==> src/rtl/bus_cycle_terminator.sv <==
// bus_cycle_terminator: 68030 bus-cycle termination stage behind the Mackerel-30
// address decoder. It adds per-device wait states before DSACK0_n, autovectors
// interrupt-acknowledge cycles, and raises BERR_n on any cycle left unterminated.
module bus_cycle_terminator #(
    parameter int unsigned ROM_WAIT   = 3,
    parameter int unsigned SRAM_WAIT  = 1,
    parameter int unsigned DUART_WAIT = 4,
    parameter int unsigned TIMEOUT    = 64,
    parameter int unsigned CNT_W      = 8
) (
    input  logic       CLK,
    input  logic       RST,
    input  logic       AS_n,
    input  logic [2:0] FC,
    input  logic       CS_ROM_n,
    input  logic       CS_SRAM_n,
    input  logic       CS_DUART_n,
    output logic       DSACK0_n,
    output logic       DSACK1_n,
    output logic       AVEC_n,
    output logic       BERR_n,
    output logic       BERR_FLAG,
    output logic       BUSY
);

    typedef enum logic [1:0] {
        ST_IDLE,
        ST_WAIT,
        ST_ACK,
        ST_BERR
    } state_t;

    typedef enum logic [1:0] {
        KIND_MEM,
        KIND_IACK,
        KIND_UNMAPPED
    } kind_t;

    // The timeout counter is cleared at the start edge, so its value before
    // edge N+k is k-1; matching TIMEOUT-1 fires BERR at edge N+TIMEOUT.
    localparam logic [CNT_W-1:0] TMO_LAST = CNT_W'(TIMEOUT - 1);
    localparam logic [2:0]       FC_CPU   = 3'b111;

    state_t           state;
    kind_t            kind;
    logic [CNT_W-1:0] wait_cnt;
    logic [CNT_W-1:0] tmo_cnt;
    logic [CNT_W-1:0] sel_wait_c;
    kind_t            sel_kind_c;

    // Wait-state count and cycle kind from the decoder, ROM > SRAM > DUART
    always_comb begin
        sel_wait_c = '0;
        sel_kind_c = KIND_UNMAPPED;
        if (!CS_ROM_n) begin
            sel_wait_c = CNT_W'(ROM_WAIT);
            sel_kind_c = KIND_MEM;
        end else if (!CS_SRAM_n) begin
            sel_wait_c = CNT_W'(SRAM_WAIT);
            sel_kind_c = KIND_MEM;
        end else if (!CS_DUART_n) begin
            sel_wait_c = CNT_W'(DUART_WAIT);
            sel_kind_c = KIND_MEM;
        end else if (FC == FC_CPU) begin
            sel_kind_c = KIND_IACK;
        end
    end

    // Cycle FSM with registered termination strobes
    always_ff @(posedge CLK) begin
        if (RST) begin
            state     <= ST_IDLE;
            kind      <= KIND_MEM;
            wait_cnt  <= '0;
            tmo_cnt   <= '0;
            DSACK0_n  <= 1'b1;
            DSACK1_n  <= 1'b1;
            AVEC_n    <= 1'b1;
            BERR_n    <= 1'b1;
            BERR_FLAG <= 1'b0;
            BUSY      <= 1'b0;
        end else begin
            DSACK1_n <= 1'b1;
            case (state)
                ST_IDLE: begin
                    if (!AS_n) begin
                        state    <= ST_WAIT;
                        wait_cnt <= sel_wait_c;
                        kind     <= sel_kind_c;
                        tmo_cnt  <= '0;
                        BUSY     <= 1'b1;
                    end
                end
                ST_WAIT: begin
                    tmo_cnt <= tmo_cnt + CNT_W'(1);
                    if (AS_n) begin
                        // Aborted before termination: leave quietly
                        state <= ST_IDLE;
                        BUSY  <= 1'b0;
                    end else if (kind == KIND_MEM && wait_cnt == '0) begin
                        // Ack is checked before timeout so it wins a tie
                        state    <= ST_ACK;
                        DSACK0_n <= 1'b0;
                    end else if (kind == KIND_IACK) begin
                        state  <= ST_ACK;
                        AVEC_n <= 1'b0;
                    end else if (tmo_cnt == TMO_LAST) begin
                        state     <= ST_BERR;
                        BERR_n    <= 1'b0;
                        BERR_FLAG <= 1'b1;
                    end else if (kind == KIND_MEM) begin
                        wait_cnt <= wait_cnt - CNT_W'(1);
                    end
                end
                ST_ACK, ST_BERR: begin
                    if (AS_n) begin
                        state    <= ST_IDLE;
                        DSACK0_n <= 1'b1;
                        AVEC_n   <= 1'b1;
                        BERR_n   <= 1'b1;
                        BUSY     <= 1'b0;
                    end
                end
                default: begin
                    state <= ST_IDLE;
                end
            endcase
        end
    end

endmodule

==> config.mk <==
export PLATFORM = sky130hd
export DESIGN_NAME = bus_cycle_terminator
export DESIGN_NICKNAME = d
export VERILOG_FILES = /design/src/rtl/bus_cycle_terminator.sv
export SDC_FILE = /design/constraint.sdc
export NUM_CORES = 1
export LEC_CHECK = 0
export CAP_MARGIN = 20
export CORE_MARGIN = 3
export CORE_UTILIZATION = 35
export DETAILED_ROUTE_END_ITERATION = 16
export PLACE_DENSITY_LB_ADDON = 0.08
export SYNTH_ARGS = -nofsm -noshare
export SYNTH_HDL_FRONTEND = slang
export SYNTH_SLANG_ARGS = --single-unit
==> constraint.sdc <==
create_clock -name CLK -period 1.89 [get_ports CLK]
set_input_delay 0.567 -clock CLK [delete_from_list [all_inputs] [get_ports CLK]]
set_output_delay 0.567 -clock CLK [all_outputs]
set_load 0.02 [all_outputs]
Yosys cells after proc, flatten, opt, wreduce, memory -nomap -nowiden

Index checks and enable logic that the tools add are counted.

$add $sub $neg: 2
$mul: 0
Divide/modulo/power cells: 0
$lt $le $gt $ge: 0
Equality and inequality tests: 18
Shift-type cells: 0
Mux-type cells: 39
Bitwise operators: 3
Reductions and logical operators: 17

Operator list:

| cell                  | number |
|---|---|
| $mux W8               | 7 |
| $pmux W8 S2           | 2 |
| $mux W2               | 10 |
| $ne A2 B2 Y1 const B  | 10 |
| $mux W1               | 12 |
| $reduce_and A5 Y1     | 2 |
| $mux W3               | 3 |
| $add A8 B1 Y8 const B | 1 |
| $eq A8 B6 Y1 const B  | 1 |
| $logic_not A8 Y1      | 1 |
| $pmux W1 S2           | 4 |
| $sub A8 B1 Y8 const B | 1 |
| $reduce_and A7 Y1     | 1 |
| $pmux W2 S3           | 1 |
| $reduce_and A2 Y1     | 3 |
| $reduce_and A6 Y1     | 1 |
| $ne A5 B5 Y1 const B  | 1 |
| $eq A2 B1 Y1 const B  | 2 |
| $eq A2 B2 Y1 const B  | 2 |
| $logic_not A2 Y1      | 2 |
| $reduce_and A4 Y1     | 1 |
| $reduce_bool A2 Y1    | 2 |
| $eq A3 B3 Y1 const B  | 1 |
| $not A1 Y1            | 3 |
| other kinds (5)       | 5 |

Bits in registers: 25
Bits in latches: 0
Memory bits (writable): 0
Memory bits (read-only): 0
Bits of input ports: 9
Logic and storage cells: 88
Memories: 0

Logic depth before layout (Yosys ltp)

Depth after elaboration: 7
Depth in mapped cells: 7
Gate-level depth less buffers: 7

Worst setup path after synthesis

OpenSTA, ideal clock, no wires.

Path kind: flip-flop to flip-flop
From: reg wait_cnt[0]
To: reg DSACK0_n
Library setup time: 128 ps
Data arrival time: 1686 ps
Setup slack: 76 ps
Stages on the path, launching flop included: 7
Path buffers: 0
Cells stage by stage: dfxtp_1 > inv_1 > ha_1 > or4b_4 > or2_1 > o41ai_2 > nand3b_1

Cells in the longest elaborated chain, start to end: 4

RTL lines:

| item                        | line | source |
|---|---|---|
| start, declared             | 46   | `logic [CNT_W-1:0] wait_cnt;` |
| start signal, assigned      | 88   | `wait_cnt <= sel_wait_c;` |
| start signal, assigned      | 112  | `wait_cnt <= wait_cnt - CNT_W'(1);` |
| $logic_not A8 Y1            | 100  | `end else if (kind == KIND_MEM && wait_cnt == '0) begin` |
| $logic_and A1 B1 Y1         | 100  |  |
| $ne A2 B2 Y1 (no line)      | -    |  |
| $reduce_and A4 Y1 (no line) | -    |  |
| end signal, assigned        | 76   | `DSACK0_n <= 1'b1;` |
| end signal, assigned        | 103  | `DSACK0_n <= 1'b0;` |
| end signal, assigned        | 118  | `DSACK0_n <= 1'b1;` |
| end, declared               | 18   | `output logic DSACK0_n,` |

Every way passes these cells.
A chain may end at the register's enable or synchronous reset.

Final worst setup path

From: reg wait_cnt[1]
To: reg wait_cnt[0]

Cells in the longest elaborated chain, start to end: 4

RTL lines:

| item                        | line |
|---|---|
| $logic_not A8 Y1            | 100 |
| $logic_and A1 B1 Y1         | 100 |
| $ne A2 B2 Y1 (no line)      | - |
| $reduce_and A7 Y1 (no line) | - |

Every way passes these cells.

==> qor.yml <==
status: "finished clean"
port_buffers: 13
via_per_inst: 5.33
setup_viol: 0
grt_overflow_total: 0
drt-total-wl_um: 3450
clock_sinks: 25
hold_viol: 0
areaGrowthSynthToFinish_pct: 29.8
p_seq_share_pct: 45.9
dr_total_vias: 1280
drt-initial-drc-count: 73
cp.arrival_ns: 2.05
firstDrtPassIters: 4
die_x_um: 67.9
ys_types: 51
cts_tree: "built"
rsz0062_at_grt: "yes"
start_util_pct: 38.1
htreeDepth: 1
p_int_uw: 867
synth_area_leaders: "dfxtp_1, nor2_1, nand3_1"
yosys_warnings: 0
grt_pass1_vias: 1232
dieArea_um2: 4610
drive_gt1_share_pct: 21.6
clock_path_buffers: 2
slew_viol_final: 0
p_switching_uw: 362
grt_max_degree: 21
synth-compound-area-share_pct: 23.3
synth_xor_area_share_pct: 2.61
synth_area_per_cell_um2: 8.18
combPwrFrac_pct: 28.1
core_area_um2: 3520
design_area_um2: 1740
antenna_found_initial: 0
pwr-share-clk_pct: 26.0
fp-row-count: 21
yosysTopAreaCell: "dfxtp_1"
maxCapViolations: 0
syn_inst: 164
nNetsFinal: 206
drc_errors: 0
wl_per_cell_um: 14.4
final.setup.tns_ns: 0
fillers: 366
antennaDiodeCount: 0
synth_commonest_cells: "nor2_1, dfxtp_1, nand3_1, inv_1"
hpwlAfterDp_um: 2580
synth_most_common_cell: "nor2_1"
ys.flop_type: "dfxtp_1"
yosysSeqAreaShare_pct: 37.3
place_area_um2: 1640
worstSetupPathType: "flop to flop"
fmax_ghz: 0.532
hold_class: "flop to flop"
track_usage_pct: 16.3
synth_edf_count: 0
die-height_um: 67.9
synthMuxAreaShare_pct: 1.49
endpoint_kind: "flop"
critical_path.startpoint_type: "flop"
synth_fa_ha_area_share_pct: 2.61
ios: 15
numCtsBuffers: 3
grt_pass1_wl_um: 5660
path_max_fanout: 4
synth_top_area_share_pct: 37.3
antenna_left: 0
skew_ns: 0.00519
ctsRootBufferMaster: "clkbuf_8"
period_share_pct: 99.4
p_sw_share_pct: 29.4
synthSimpleGateAreaFrac_pct: 27.5
required_ns: 2.06
syn_nets: 175
synth_top_family_by_area: "simple AND/OR/NAND/NOR gates"
synth_seq_cells: 25
rrSetupSlack_ns: 0.01
gp_congestion: 0.793
peakVddDrop_mv: 0.456
ys_async_sr_fraction_pct: 0
p_per_area_nw_per_um2: 706
clkLatencyLatePin_ns: 0.27
p_leak_nw: 0.683
synth_area_um2: 1340
path_clk_slew_ns: 0.09
period_minus_slack_ns: 1.88
==> routing by layer <==
metal | up-vias | wire length, um | GRT usage [%]
met5 | - | 0 | 0
met2 | 25 | 1580 | 26.0
met4 | 0 | 18 | 3.23
met1 | 600 | 1740 | 22.3
met3 | 3 | 122 | 4.11
li1 | 652 | - | -
==> cells by family after synthesis <==
family | after synthesis
simple gates | 73
compound gates | 40
flops | 25
buf+inv | 16
xor+xnor | 4
fa+ha+maj | 3
mux | 2
other cells | 1
==> state kept, by name (all words and copies together), names as in the netlist <==
register and flops:
kind 2, AVEC_n 1, tmo_cnt 8, BERR_n 1, BERR_FLAG 1, BUSY 1, DSACK0_n 1, wait_cnt 8
state 2
==> power by group through the flow <==
stage                     registers (mW)  logic [mW]  clock network, mW
after floorplan                    0.574       0.192                  0
after global placement             0.573       0.299                  0
after detailed placement           0.574       0.305                  0
after CTS                          0.562       0.323              0.337
after global routing               0.567       0.374              0.360
final                              0.564       0.345              0.319
==> metrics by stage <==
stage               util [%]  instances  setup slack, ns  hold WS, ns  total power [mW]
detailed placement      46.6        235           -0.176        0.445             0.879
CTS                     48.5        239           0.0173        0.459              1.22
floorplan                  -        164           0.0758        0.447             0.766
global placement        46.6        235           -0.164        0.435             0.872
global route            49.4        240          -0.0431        0.490              1.30
finish                  49.4        240           0.0111        0.456              1.23
==> worst paths after layout <==
kind               startpoint     endpoint  cells past startpoint
setup / recovery  wait_cnt[1]  wait_cnt[0]                      7
hold / removal      BERR_FLAG    BERR_FLAG                      2
setup reg to reg  wait_cnt[1]  wait_cnt[0]                      7
hold reg to reg     BERR_FLAG    BERR_FLAG                      2
==> final cells by class <==
cell class	instances	area, um2	share of cell area, %
multi-input cells	123	821	47.2
flip-flops and latches	25	503	28.9
repair buffers	33	280	16.1
well taps	46	57.6	3.31
clock buffers	4	45.0	2.59
inverters	9	33.8	1.94
==> what timing repair did <==
action,4_1_cts,5_1_grt
resized for setup,4,9
setup buffers,0,1
setup endpoints to repair,5,8
pin swaps,2,3
hold buffers,0,0
cloned,0,0
==> critical path, cell delays in order (launching register included) <==
cell and delay, ns:
dfxtp_2 0.34, inv_2 0.07, ha_4 0.15, or4b_4 0.50
o21ai_4 0.21, a221oi_2 0.14, buf_4 0.16, a32o_1 0.21
==> layout by cell type, fill, tap and decap left out, types with 3 or more instances in the layout <==
cell type,instances
nor2_1,26
dfxtp_1,23
buf_4,20
clkdlybuf4s50_1,13
nand3_1,10
a21oi_1,8
inv_1,7
o21ai_0,7
nand2_1,6
nand4_1,5
nor3_1,5
nor2b_1,4
xor2_1,3
nand2b_1,3
clkbuf_8,3
Power figures use the tool's default switching activity.
